File: config.mk
export PLATFORM = sky130hd
export DESIGN_NAME = if_stage_prefetch
export DESIGN_NICKNAME = d
export VERILOG_FILES = /design/src/rtl/if_pkg.sv /design/src/rtl/if_prefetch_fifo.sv /design/src/rtl/if_stage_prefetch.sv
export SDC_FILE = /design/constraint.sdc
export NUM_CORES = 1
export LEC_CHECK = 0
export CAP_MARGIN = 5
export CORE_ASPECT_RATIO = 0.7
export CORE_MARGIN = 4
export CORE_UTILIZATION = 48
export DETAILED_ROUTE_END_ITERATION = 10
export PLACE_DENSITY = 0.87
export SYNTH_ARGS = -nofsm -noshare
export SYNTH_HDL_FRONTEND = slang
export SYNTH_SLANG_ARGS = --single-unit
export TNS_END_PERCENT = 30
File: constraint.sdc
create_clock -name clk_i -period 6.1 [get_ports clk_i]
set_input_delay 1.22 -clock clk_i [delete_from_list [all_inputs] [get_ports clk_i]]
set_output_delay 1.22 -clock clk_i [all_outputs]
set_load 0.01 [all_outputs]
File: src/rtl/if_pkg.sv
// if_pkg -- shared types for the instruction-fetch prefetch stage.
//   pc_mux_e      : redirect source select
//   fetch_entry_t : one prefetch-buffer entry {pc, instr}
//   if_state_e    : fetch FSM state
package if_pkg;

  typedef enum logic [1:0] {
    PC_INCR   = 2'b00,
    PC_JUMP   = 2'b01,
    PC_BRANCH = 2'b10,
    PC_BOOT   = 2'b11
  } pc_mux_e;

  typedef struct packed {
    logic [31:0] pc;
    logic [31:0] instr;
  } fetch_entry_t;

  typedef enum logic [1:0] {
    S_IDLE  = 2'b00,
    S_FETCH = 2'b01,
    S_HALT  = 2'b10
  } if_state_e;

endpackage

File: src/rtl/if_prefetch_fifo.sv
// if_prefetch_fifo -- registered prefetch buffer (no bypass).
//   clk_i, rstn_i : clock, async active-low reset
//   flush_i       : drop all entries (wins over push/pop)
//   push_i/data_i : write entry; accepted when not full or when popping
//   pop_i         : consume head entry
//   data_o        : head entry, zero when empty
//   empty_o/full_o/count_o : occupancy status
module if_prefetch_fifo
  import if_pkg::*;
#(
  parameter int unsigned DEPTH = 2
) (
  input  logic                     clk_i,
  input  logic                     rstn_i,
  input  logic                     flush_i,
  input  logic                     push_i,
  input  fetch_entry_t             data_i,
  input  logic                     pop_i,
  output fetch_entry_t             data_o,
  output logic                     empty_o,
  output logic                     full_o,
  output logic [$clog2(DEPTH):0]   count_o
);

  localparam int unsigned AW = $clog2(DEPTH);
  localparam logic [AW:0] FULL_CNT = DEPTH[AW:0];

  fetch_entry_t    mem_q [DEPTH];
  logic [AW-1:0]   rptr_q, wptr_q;
  logic [AW:0]     cnt_q;
  logic            do_push, do_pop;

  assign empty_o = (cnt_q == '0);
  assign full_o  = (cnt_q == FULL_CNT);
  assign count_o = cnt_q;
  assign do_pop  = pop_i && !empty_o;
  // Full + pop in the same cycle frees the slot being written.
  assign do_push = push_i && (!full_o || do_pop);

  always_ff @(posedge clk_i or negedge rstn_i) begin
    if (!rstn_i) begin
      rptr_q <= '0;
      wptr_q <= '0;
      cnt_q  <= '0;
    end else if (flush_i) begin
      rptr_q <= '0;
      wptr_q <= '0;
      cnt_q  <= '0;
    end else begin
      if (do_push) wptr_q <= wptr_q + 1'b1;
      if (do_pop)  rptr_q <= rptr_q + 1'b1;
      case ({do_push, do_pop})
        2'b10:   cnt_q <= cnt_q + 1'b1;
        2'b01:   cnt_q <= cnt_q - 1'b1;
        default: cnt_q <= cnt_q;
      endcase
    end
  end

  // Storage needs no reset: the head is masked to zero while empty.
  always_ff @(posedge clk_i) begin
    if (do_push && !flush_i) mem_q[wptr_q] <= data_i;
  end

  assign data_o = empty_o ? '0 : mem_q[rptr_q];

endmodule

File: src/rtl/if_stage_prefetch.sv
// if_stage_prefetch -- IF stage with in-order prefetch buffer.
//   clk_i, rstn_i        : clock, async active-low reset
//   instr_req_o/addr_o   : fetch request, word-aligned address
//   instr_gnt_i          : request accepted
//   instr_rvalid_i/rdata_i : in-order response
//   pc_set_i, pc_mux_i   : redirect strobe and source
//   jump_target_i, branch_target_i : redirect targets
//   id_ready_i           : ID consumes head entry
//   instr_valid_id_o, instr_rdata_id_o, pc_if_o : head entry to ID
//   instr_misaligned_o   : redirect target was not word-aligned
// Build option: define IF_ALIGN_CHECK_EN to flag misaligned redirect
// targets and halt fetching; otherwise targets are silently aligned.
module if_stage_prefetch
  import if_pkg::*;
#(
  parameter logic [31:0] BOOT_ADDR  = 32'h0000_0000,
  parameter int unsigned FIFO_DEPTH = 2
) (
  input  logic        clk_i,
  input  logic        rstn_i,
  output logic        instr_req_o,
  output logic [31:0] instr_addr_o,
  input  logic        instr_gnt_i,
  input  logic        instr_rvalid_i,
  input  logic [31:0] instr_rdata_i,
  input  logic        pc_set_i,
  input  logic [1:0]  pc_mux_i,
  input  logic [31:0] jump_target_i,
  input  logic [31:0] branch_target_i,
  input  logic        id_ready_i,
  output logic        instr_valid_id_o,
  output logic [31:0] instr_rdata_id_o,
  output logic [31:0] pc_if_o,
  output logic        instr_misaligned_o
);

  localparam int unsigned CW = $clog2(FIFO_DEPTH) + 1;
  localparam logic [CW-1:0] DEPTH_C = CW'(FIFO_DEPTH);

  if_state_e     state_q, state_d;
  logic [31:0]   fetch_addr_q;
  logic [31:0]   rsp_pc_q;       // PC of the next response that will be kept
  logic [CW-1:0] out_cnt_q, out_nxt;
  logic [CW-1:0] disc_cnt_q;
  logic [CW-1:0] fifo_cnt, credit;
  logic          fifo_empty, fifo_full;
  fetch_entry_t  head, push_entry;
  logic          req, gnt_acc, rv, push, pop, fetch_ok;
  logic [31:0]   tgt_raw, tgt;
  logic          misal_tgt;

  // ---------------- redirect target ----------------
  always_comb begin
    tgt_raw = BOOT_ADDR;
    case (pc_mux_e'(pc_mux_i))
      PC_INCR:   tgt_raw = fifo_empty ? fetch_addr_q : head.pc + 32'd4;
      PC_JUMP:   tgt_raw = jump_target_i;
      PC_BRANCH: tgt_raw = branch_target_i;
      default:   tgt_raw = BOOT_ADDR;
    endcase
  end

  assign tgt = tgt_raw & ~32'h3;
`ifdef IF_ALIGN_CHECK_EN
  assign misal_tgt = (tgt_raw[1:0] != 2'b00);
`else
  assign misal_tgt = 1'b0;
`endif

  // ---------------- request / response bookkeeping ----------------
  assign pop = !fifo_empty && id_ready_i;
  // A head leaving this cycle frees its slot, so back-to-back fetch
  // sustains one instruction per cycle even at depth 2.
  assign credit   = out_cnt_q + fifo_cnt - CW'(pop);
  assign fetch_ok = (credit < DEPTH_C) && (!fifo_full || pop);

  assign gnt_acc = req && instr_gnt_i;
  // Responses with nothing outstanding (stale after reset) are ignored.
  assign rv      = instr_rvalid_i && (out_cnt_q != '0);
  assign out_nxt = out_cnt_q + CW'(gnt_acc) - CW'(rv);
  assign push    = rv && (disc_cnt_q == '0) && !pc_set_i;

  assign push_entry.pc    = rsp_pc_q;
  assign push_entry.instr = instr_rdata_i;

  // ---------------- FSM ----------------
  always_comb begin
    state_d = state_q;
    req     = 1'b0;
    case (state_q)
      S_IDLE:  state_d = S_FETCH;
      S_FETCH: req = fetch_ok;
      S_HALT:  req = 1'b0;
      default: state_d = S_IDLE;
    endcase
    if (pc_set_i) state_d = misal_tgt ? S_HALT : S_FETCH;
  end

  always_ff @(posedge clk_i or negedge rstn_i) begin
    if (!rstn_i) begin
      state_q      <= S_IDLE;
      fetch_addr_q <= BOOT_ADDR;
      rsp_pc_q     <= BOOT_ADDR;
      out_cnt_q    <= '0;
      disc_cnt_q   <= '0;
    end else begin
      state_q   <= state_d;
      out_cnt_q <= out_nxt;
      if (pc_set_i) begin
        fetch_addr_q <= tgt;
        rsp_pc_q     <= tgt;
        // Everything still in flight (incl. a same-cycle grant) is stale.
        disc_cnt_q   <= out_nxt;
      end else begin
        if (gnt_acc) fetch_addr_q <= fetch_addr_q + 32'd4;
        if (push)    rsp_pc_q     <= rsp_pc_q + 32'd4;
        if (rv && disc_cnt_q != '0) disc_cnt_q <= disc_cnt_q - 1'b1;
      end
    end
  end

`ifdef IF_ALIGN_CHECK_EN
  logic misal_q;
  always_ff @(posedge clk_i or negedge rstn_i) begin
    if (!rstn_i)       misal_q <= 1'b0;
    else if (pc_set_i) misal_q <= misal_tgt;
  end
  assign instr_misaligned_o = misal_q;
`else
  assign instr_misaligned_o = 1'b0;
`endif

  // ---------------- prefetch buffer ----------------
  if_prefetch_fifo #(.DEPTH(FIFO_DEPTH)) u_fifo (
    .clk_i   (clk_i),
    .rstn_i  (rstn_i),
    .flush_i (pc_set_i),
    .push_i  (push),
    .data_i  (push_entry),
    .pop_i   (pop),
    .data_o  (head),
    .empty_o (fifo_empty),
    .full_o  (fifo_full),
    .count_o (fifo_cnt)
  );

  assign instr_req_o      = req;
  assign instr_addr_o     = fetch_addr_q;
  assign instr_valid_id_o = !fifo_empty;
  assign instr_rdata_id_o = head.instr;
  assign pc_if_o          = head.pc;

endmodule

### Yosys cells after proc, flatten, opt, wreduce, memory -nomap -nowiden

Memory sizes are Yosys's and may differ from the RTL's.
Index checks and enable logic that the tools add are counted.
W data, S select, Z words.

| storage, ports and cells | value |
|---|---|
| flip-flop bits (word level) | 74 |
| RAM bits | 128 |
| bits of input ports | 104 |
| logic and storage cells | 78 |
| memories | 1 |

| operators by class | value |
|---|---|
| $add $sub $neg | 12 |
| order comparisons | 1 |
| eq/ne operators | 8 |
| multiplexer cells | 20 |
| reductions and logical operators | 28 |

Memory list:

| name | words | width | read ports | clocked after memory_dff | write ports | RTL line | text |
|---|---|---|---|---|---|---|---|
| u_fifo.mem_q | 2 | 64 | 1 | 0 | 1 | if_prefetch_fifo.sv:28 | `fetch_entry_t mem_q [DEPTH];` |

Operator list:

| kind | number |
|---|---|
| $mux W32 | 5 |
| $add A32 B3 Y32 const B | 3 |
| $pmux W32 S3 | 1 |
| $mux W64 | 1 |
| $reduce_bool A2 Y1 | 7 |
| $logic_and A1 B1 Y1 | 10 |
| $eq A2 B2 Y1 const B | 4 |
| $logic_not A2 Y1 | 4 |
| $mux W2 | 4 |
| $pmux W2 S2 | 2 |
| $mux W1 | 7 |
| $eq A2 B1 Y1 const B | 3 |
| $sub A2 B1 Y2 | 2 |
| $sub A2 B1 Y2 const B | 2 |
| $logic_not A1 Y1 | 3 |
| $reduce_bool A3 Y1 | 1 |
| $add A1 B1 Y1 const B | 2 |
| $add A2 B1 Y2 | 1 |
| $add A2 B1 Y2 const B | 1 |
| $add A2 B2 Y2 | 1 |
| $logic_or A1 B1 Y1 | 2 |
| $lt A2 B2 Y1 const B | 1 |
| $ne A2 B1 Y1 const B | 1 |
| $reduce_or A2 Y1 | 1 |

### Depth between registers and ports, before layout

Gate-level depths: netlist of run 1.

| depth | value |
|---|---|
| depth in word-level cells | 11 |
| gate-level depth with buffers | 18 |

### Modules after synthesis

From an unflattened synthesis of run 1, not the netlist that was laid out.

| unflattened totals | value |
|---|---|
| cells, all modules | 1,032 |
| area, all modules | 10,681.5 µm² |

Modules (own cells, without submodules):

| module | instances | cells each | area an instance (µm²) | sequential area each (µm²) |
|---|---|---|---|---|
| if_stage_prefetch | 1 | 735 | 5,575.3 | 1,626.6 |
| if_prefetch_fifo | 1 | 297 | 5,106.1 | 3,943.8 |

### Least setup slack after synthesis of run 1

OpenSTA, ideal clock, no wires.

| timing | value |
|---|---|
| path kind | in2reg |
| from | input instr_rvalid_i |
| to | memory u_fifo.mem_q[1][0] (netlist name), enable pin |
| setup time | 0.571 ns |
| arrival | 6.684 ns |
| data required time | 5.529 ns |
| slack | -1.155 ns |
| stages on the path | 6 |
| path buffers | 1 |
| cells stage by stage | o21ai_0 > inv_1 > and2_1 > clkbuf_1 > o21ai_0 > nor3b_1 |

| between the ends | value |
|---|---|
| cells in the longest elaborated chain, start to end | 7 |

RTL lines:

| element | RTL line | text |
|---|---|---|
| from (decl) | if_stage_prefetch.sv:24 | `input logic instr_rvalid_i,` |
| $logic_and A1 B1 Y1 | if_stage_prefetch.sv:79 | `assign rv = instr_rvalid_i && (out_cnt_q != '0);` |
| $logic_and A1 B1 Y1 (2 in a row) | if_stage_prefetch.sv:81 | `assign push = rv && (disc_cnt_q == '0) && !pc_set_i;` |
| $logic_and A1 B1 Y1 | if_prefetch_fifo.sv:38 | `assign do_push = push_i && (!full_o \|\| do_pop);` |
| $logic_and A1 B1 Y1 | if_prefetch_fifo.sv:62 | `if (do_push && !flush_i) mem_q[wptr_q] <= data_i;` |
| $mux W1 | if_prefetch_fifo.sv:62 |  |
| $mux W1 (implied by the code) | if_prefetch_fifo.sv:62 |  |
| to (decl) | if_prefetch_fifo.sv:28 |  |

Every way passes these cells.

### Worst setup path after layout of run 1

| timing | value |
|---|---|
| from | register u_fifo.cnt_q[1], in the netlist u_fifo.count_o[1] |
| to | output instr_req_o |

| between the ends | value |
|---|---|
| cells in the longest elaborated chain, start to end | 7 |

RTL lines:

| element | RTL line | text |
|---|---|---|
| from (decl) | if_prefetch_fifo.sv:30 | `logic [AW:0] cnt_q;` |
| from (signal assigned) | if_prefetch_fifo.sv:53 | `2'b10: cnt_q <= cnt_q + 1'b1;` |
| from (signal assigned) | if_prefetch_fifo.sv:54 | `2'b01: cnt_q <= cnt_q - 1'b1;` |
| from (signal assigned) | if_prefetch_fifo.sv:55 | `default: cnt_q <= cnt_q;` |
| parallel branches: the longest is 5 deep, another holds $add A2 B2 Y2 | n/a |  |
| $logic_and A1 B1 Y1 * | if_stage_prefetch.sv:75 | `assign fetch_ok = (credit < DEPTH_C) && (!fifo_full \|\| pop);` |
| $mux W1 * | if_stage_prefetch.sv:90 | `case (state_q)` |
| to (decl) | if_stage_prefetch.sv:21 | `output logic instr_req_o,` |

Mark *: on every way between the ends.

==> results of run 1 <==
[power by group through the flow]
stage                     clock (mW)  combinational [mW]  sequential [mW]
after floorplan                    0               0.530             1.65
after global placement             0               0.867             1.68
after detailed placement           0               0.888             1.69
after CTS                       1.17               0.893             1.66
after global routing            1.22               0.974             1.68
final                           1.15               0.900             1.67
[flip-flops by register name, summed over array words and instances, names as in the netlist]
name / flops
u_fifo.mem_q: 124
rsp_pc_q: 30
disc_cnt_q: 2
instr_addr_o: 30
u_fifo.rptr_q: 1
u_fifo.wptr_q: 1
state_q: 1
u_fifo.count_o: 2
out_cnt_q: 2
[kinds of logic (layout without fill, tap and decap cells)]
group           Yosys count  after routing  share of synthesized area [%]
other cells               2              6                         0.0713
mux                      68             68                           6.52
buf+inv                  86            262                           3.71
simple gates            338            338                           16.1
xor+xnor                 41             41                           3.54
flops                   193            193                           51.8
fa+ha+maj                 7              7                          0.832
compound gates          257            257                           17.5
[how the worst max path moves through the flow]
stage                     cells past startpoint  slack (ns)            endpoint
after global routing                          8        1.07         instr_req_o
after detailed placement                      7        1.39         instr_req_o
after floorplan                               6       -0.81  u_fifo.mem_q[0][0]
after global placement                        7        1.41         instr_req_o
final                                         8        1.35         instr_req_o
after CTS                                     8        1.30         instr_req_o
[cells in the final DEF, fill, tap and decap left out, drive strengths merged, types with 11 or more instances in the layout]
cell           count
clkbuf            17
dfrtp             69
o21ai             42
and3              17
xnor2             18
a211oi            17
nand3             36
nor3              20
edfxtp           124
nand4             19
nor4              12
buf               15
o22a              15
nand2             71
xor2              22
inv               31
nor2             121
a31oi             26
o21a              11
mux2i             63
a21oi             53
clkdlybuf4s50    191
a221oi            12
[critical path: stages, from the launching register on]
cell             delay [ns]
dfrtp_1                0.49
nor2_4                 0.65
inv_1                  0.15
and2_1                 0.23
ha_1                   0.27
nor2b_1                0.15
xnor3_1                0.38
nor3b_1                0.21
clkdlybuf4s50_1        0.57
[through the flow]
stage | instance area (sq um) | worst slack, ns | std cells
floorplan | 10500 | -0.814 | 996
global placement | 12700 | 1.41 | 1422
detailed placement | 12700 | 1.39 | 1422
CTS | 13300 | 1.30 | 1454
global route | 13300 | 1.07 | 1454
finish | 13300 | 1.35 | 1454
[per-layer routing]
metal	part of all wire (%)	global-route usage (%)	vias up
met4	2.8	7.78	0
met2	44	36.8	670
met1	40	34.1	4382
met3	13	8.49	87
li1	-	-	4089
met5	0	0	-
[final cells by class]
class | instances | area (sq um)
clock buffers | 17 | 425
clock inverters | 15 | 185
fillers | 1718 | 8350
inverters | 24 | 90.1
multi-input cells | 717 | 4740
flip-flops and latches | 193 | 5450
well taps | 282 | 353
repair buffers | 206 | 2020
==> out/metrics.cfg, run 1 <==
[run_status]
status = complete, no violations

[synth]
synth-edff-count = 124
yosysTopAreaCell = edfxtp_1
synthCells = 992
synth_top_area_share_pct = 35.4
synth_warnings = 0
synthTopCellsByArea = edfxtp_1 35%, dfrtp_1 16%, mux2i_1 6.0%
syn_area_per_cell_sq_um = 10.6
syn_area_sq_um = 10500
synth.most_common_cell = edfxtp_1
synth.distinct_cells = 79
synth.cells.most_frequent = 124 x edfxtp_1, 117 x nor2_1, 71 x nand2_1
synthFlopType = edfxtp_1
ys_ff_latch = 193
seq_area_frac_synth_pct = 51.8
async_flop_share_pct = 35.8

[final_layout]
drive_above_1_share_pct = 7.51
syn2layout_area_growth_pct = 26.0
nNetsFinal = 1270
antenna_cells = 0
final_util_pct = 61.4

[sta]
clock_skew_ns = 0.0161
fmax_mhz = 210
fin_crit_ns = 4.75
relSlewSlack_pct = 13.7
timing.hold.ws_ns = 0.534
rsz0062_at_grt = false
tightest_slew_ns = 1.28
post-route-period-util_pct = 77.9
final_hold_viol_count = 0
fin_setup_tns_ns = 0
drv_slew = 0
setup_viol = 0

[route]
remaining_drc_errors = 0
via_count = 9228
viasPerCell = 6.35
avgRoutedWirePerCell_microns = 21.2
drt_iter0_drc = 1227
ant_nets = 0
wl_mm = 30.9
firstDrtPassIters = 6

[place]
numPortBuffers = 193
dp_hpwl_mm = 21.5
gp_congestion = 0.982

[critical_path]
path_class = register to output pin
r2r-end = instr_addr_o[9]
cp-end-kind = output pin
required_ns = 4.88
reg2reg_slack_ns = 1.86
path_max_fanout = 33
arrival_ns = 3.53
critPathLaunch = u_fifo.count_o[1]
start_kind = register
worstRegToRegCells = 12
r2r-start = u_fifo.count_o[1]

[min_path]
min_to = u_fifo.mem_q[1][63]
hold_depth = 0
min_path_type = register to register
hp-start = rsp_pc_q[31]

[global_route]
grt_pass1_vias = 8951
grt_max_degree = 70
grt_pass1_wl_mm = 48.0
grt.total_usage_pct = 24.7
gr-total-overflow = 0
antenna_found_initial = 0

[pwr]
p_per_area_nw_per_um2 = 280
p_seq_share_pct = 44.9
p_switching_mw = 1.19
totalPowerFinal_mw = 3.72
pwr-share-clk_pct = 30.9
power.leakage_nw = 4.66
ir_drop_mv = 0.194
p_sw_share_pct = 32.0
p_int_mw = 2.53
pwr-share-comb_pct = 24.2

[cts]
clk_pin_slew_ns = 0.08
cts_resized = 0
cts_sinks = 193
cts_buffer_depth = 2
cts_buffers = 17
clock_latency_ns = 0.44
clock-root-buffer = clkbuf_16
cts_tree = built
htreeDepth = 4
ctsHoldBuffers = 0
cts_setup_buffers = 0

[floorplanning]
design.portCount = 203
fp.dieW_microns = 185
coreArea_sq_um = 21600
placementRows = 45
fp.dieH_microns = 132
initial_core_util_pct = 48.7
design.die.area_sq_um = 24400

[run]
drv_cap = 0

No activity file was read; power rests on OpenSTA's default activity.
==> run 2, diff against run 1 <==
Clock period 6.1 ns to 4 ns, I/O delays scaled along.
==> run 2 against run 1 <==
  * Die area unchanged
  * Cell count up 1.7%
  * Via count rose by 1.4%
  * Clock skew is 0.0040 ns lower
  * Critical path depth decreased by 4
  * Hold slack worse by 0.33 ns
  * Register-to-register slack got worse by 1.3 ns
  * Critical endpoint is now pc_if_o[24]
  * Largest cell class unchanged
==> out/metrics.cfg, run 2 (synthesis gave the netlist of run 1 again) <==
[sta]
relSlewSlack_pct = 12.7  ; was 13.7%
clock_skew_ns = 0.0121  ; was 0.0161 ns
fmax_mhz = 280
timing.hold.ws_ns = 0.201  ; was 0.534 ns
tightest_slew_ns = 1.30  ; was 1.28 ns
rsz0062_at_grt = false  ; unchanged
worst_slack_ns = 0.424  ; was 1.35 ns
setup_viol = 0  ; unchanged
post-route-period-util_pct = 89.4
drv_slew = 0  ; unchanged
fin_crit_ns = 3.58
final_hold_viol_count = 0  ; unchanged

[route]
wl_mm = 31.5  ; was 30.9 mm
avgRoutedWirePerCell_microns = 21.3  ; was 21.2 microns
via_count = 9359  ; was 9228
drt_iter0_drc = 1150  ; was 1227
remaining_drc_errors = 0  ; unchanged
viasPerCell = 6.33  ; was 6.35
ant_nets = 0  ; unchanged
firstDrtPassIters = 6  ; unchanged

[critical_path]
critPathLaunch = u_fifo.rptr_q  ; was u_fifo.count_o[1]
cp-end-kind = output pin  ; unchanged
path_max_fanout = 67  ; was 33
worstRegToRegCells = 11  ; was 12
path_class = register to output pin  ; unchanged
arrival_ns = 2.78  ; was 3.53 ns
start_kind = register  ; unchanged
required_ns = 3.20  ; was 4.88 ns
r2r-start = u_fifo.rptr_q  ; was u_fifo.count_o[1]

[place]
numPortBuffers = 193  ; unchanged
post-place-ws_ns = 0.106  ; was 1.39 ns
dp_hpwl_mm = 22.8  ; was 21.5 mm
gp_congestion = 0.953  ; was 0.982

[final_layout]
largest_register_ffs = 124  ; unchanged
final_util_pct = 62.1  ; was 61.4%
final_common_cell = clkdlybuf4s50_1  ; unchanged
drive_above_1_share_pct = 9.11  ; was 7.51%
largest_register = u_fifo.mem_q  ; unchanged
final_cell_mix = 190 x clkdlybuf4s50_1, 124 x edfxtp_1, 117 x nor2_1  ; was 191 x clkdlybuf4s50_1, 124 x edfxtp_1, 117 x nor2_1
fillCellCount = 1718  ; unchanged
nNetsFinal = 1294  ; was 1270
syn2layout_area_growth_pct = 27.5  ; was 26.0%
antenna_cells = 0  ; unchanged

[pwr]
p_switching_mw = 1.76  ; was 1.19 mW
p_int_mw = 3.79  ; was 2.53 mW
ir_drop_mv = 0.308  ; was 0.194 mV
pwr-share-comb_pct = 26.1  ; was 24.2%
pwr-share-clk_pct = 28.4  ; was 30.9%
p_per_area_nw_per_um2 = 414  ; was 280 nW/um^2
p_sw_share_pct = 31.7  ; was 32.0%
power.leakage_nw = 4.76  ; was 4.66 nW
p_seq_share_pct = 45.5  ; was 44.9%

[cts]
ctsHoldBuffers = 0  ; unchanged
clock_latency_ns = 0.43  ; was 0.44 ns
clock-root-buffer = clkbuf_16  ; unchanged
cts_tree = built  ; unchanged
cts_buffer_depth = 2  ; unchanged
cts_sinks = 193  ; unchanged
cts_buffers = 17  ; unchanged
clk_pin_slew_ns = 0.08  ; about the same
htreeDepth = 4  ; unchanged

[global_route]
grt_max_degree = 68  ; was 70
busiest_layer = met2  ; unchanged
grt_use_met1_pct = 34.8  ; was 34.1%
grt_pass1_vias = 9035  ; was 8951
gr-total-overflow = 0  ; unchanged
grt_pass1_wl_mm = 48.4  ; was 48.0 mm
grt.total_usage_pct = 25.0  ; was 24.7%
met2_usage_pct = 38.3  ; was 36.8%
use_met3_pct = 7.36  ; was 8.49%
antenna_found_initial = 0  ; unchanged

[run]
drv_cap = 0  ; unchanged

[run_status]
status = complete, no violations  ; unchanged

[floorplanning]
initial_core_util_pct = 48.7  ; unchanged
coreArea_sq_um = 21600  ; unchanged
fp.dieW_microns = 185  ; unchanged
fp.dieH_microns = 132  ; unchanged
design.portCount = 203  ; unchanged
design.die.area_sq_um = 24400  ; unchanged
placementRows = 45  ; unchanged

[min_path]
min_path_type = input port to asynchronous set/reset pin  ; was register to register

run 2: critical path, cell delays in order, from the launching register on:
cell	delay (ns)
dfrtp_4	0.63
buf_12	0.39
mux2i_1	0.18
nor2_1	0.44
clkdlybuf4s50_1	0.65
run 2: area by class of cell:
type                    count  area (sq um)  area share [%]
inverters                  24          90.1           0.671
multi-input cells         717          4750            35.4
clock inverters            15           109           0.811
repair buffers            230          2240            16.7
well taps                 282           353            2.63
flip-flops and latches    193          5450            40.6
clock buffers              17           425            3.17
run 2: final timing paths:
kind | end | slack, ns
worst min register to register | u_fifo.mem_q[1][63] | 0.50
min in group clk_i | u_fifo.mem_q[1][63] | 0.50
worst max register to register | rsp_pc_q[22] | 0.61
worst max-delay path | pc_if_o[24] | 0.42
worst min-delay path | disc_cnt_q[0] | 0.20
max in group asynchronous | rsp_pc_q[29] | 2.70
run 2: repair_timing:
action,in CTS,in global routing
resized for setup,0,1
endpoints found under the setup margin,0,1
buffers inserted,0,3
run 2: power by group through the flow:
stage / Combinational, mW / Sequential [mW] / Clock, mW
detailed placement: 1.42 / 2.56 / 0
CTS: 1.43 / 2.52 / 1.59
finish: 1.45 / 2.53 / 1.57
global route: 1.56 / 2.55 / 1.68
floorplan: 0.811 / 2.51 / 0
global placement: 1.38 / 2.55 / 0
run 2: per-stage QoR:
stage	power, mW	instances	cell area (sq um)	setup TNS [ns]
after floorplan	3.32	996	10600	-39.86
after global placement	3.93	1443	12900	0
after detailed placement	3.98	1443	12900	0
after CTS	5.54	1475	13400	0
after global routing	5.78	1478	13400	0
final	5.55	1478	13400	0
run 2: layer usage:
| layer | vias up | share of wire (%) |
|---|---|---|
| met3 | 83 | 12 |
| met4 | 0 | 2.5 |
| met5 | - | 0 |
| met1 | 4508 | 41 |
| li1 | 4143 | - |
| met2 | 625 | 45 |
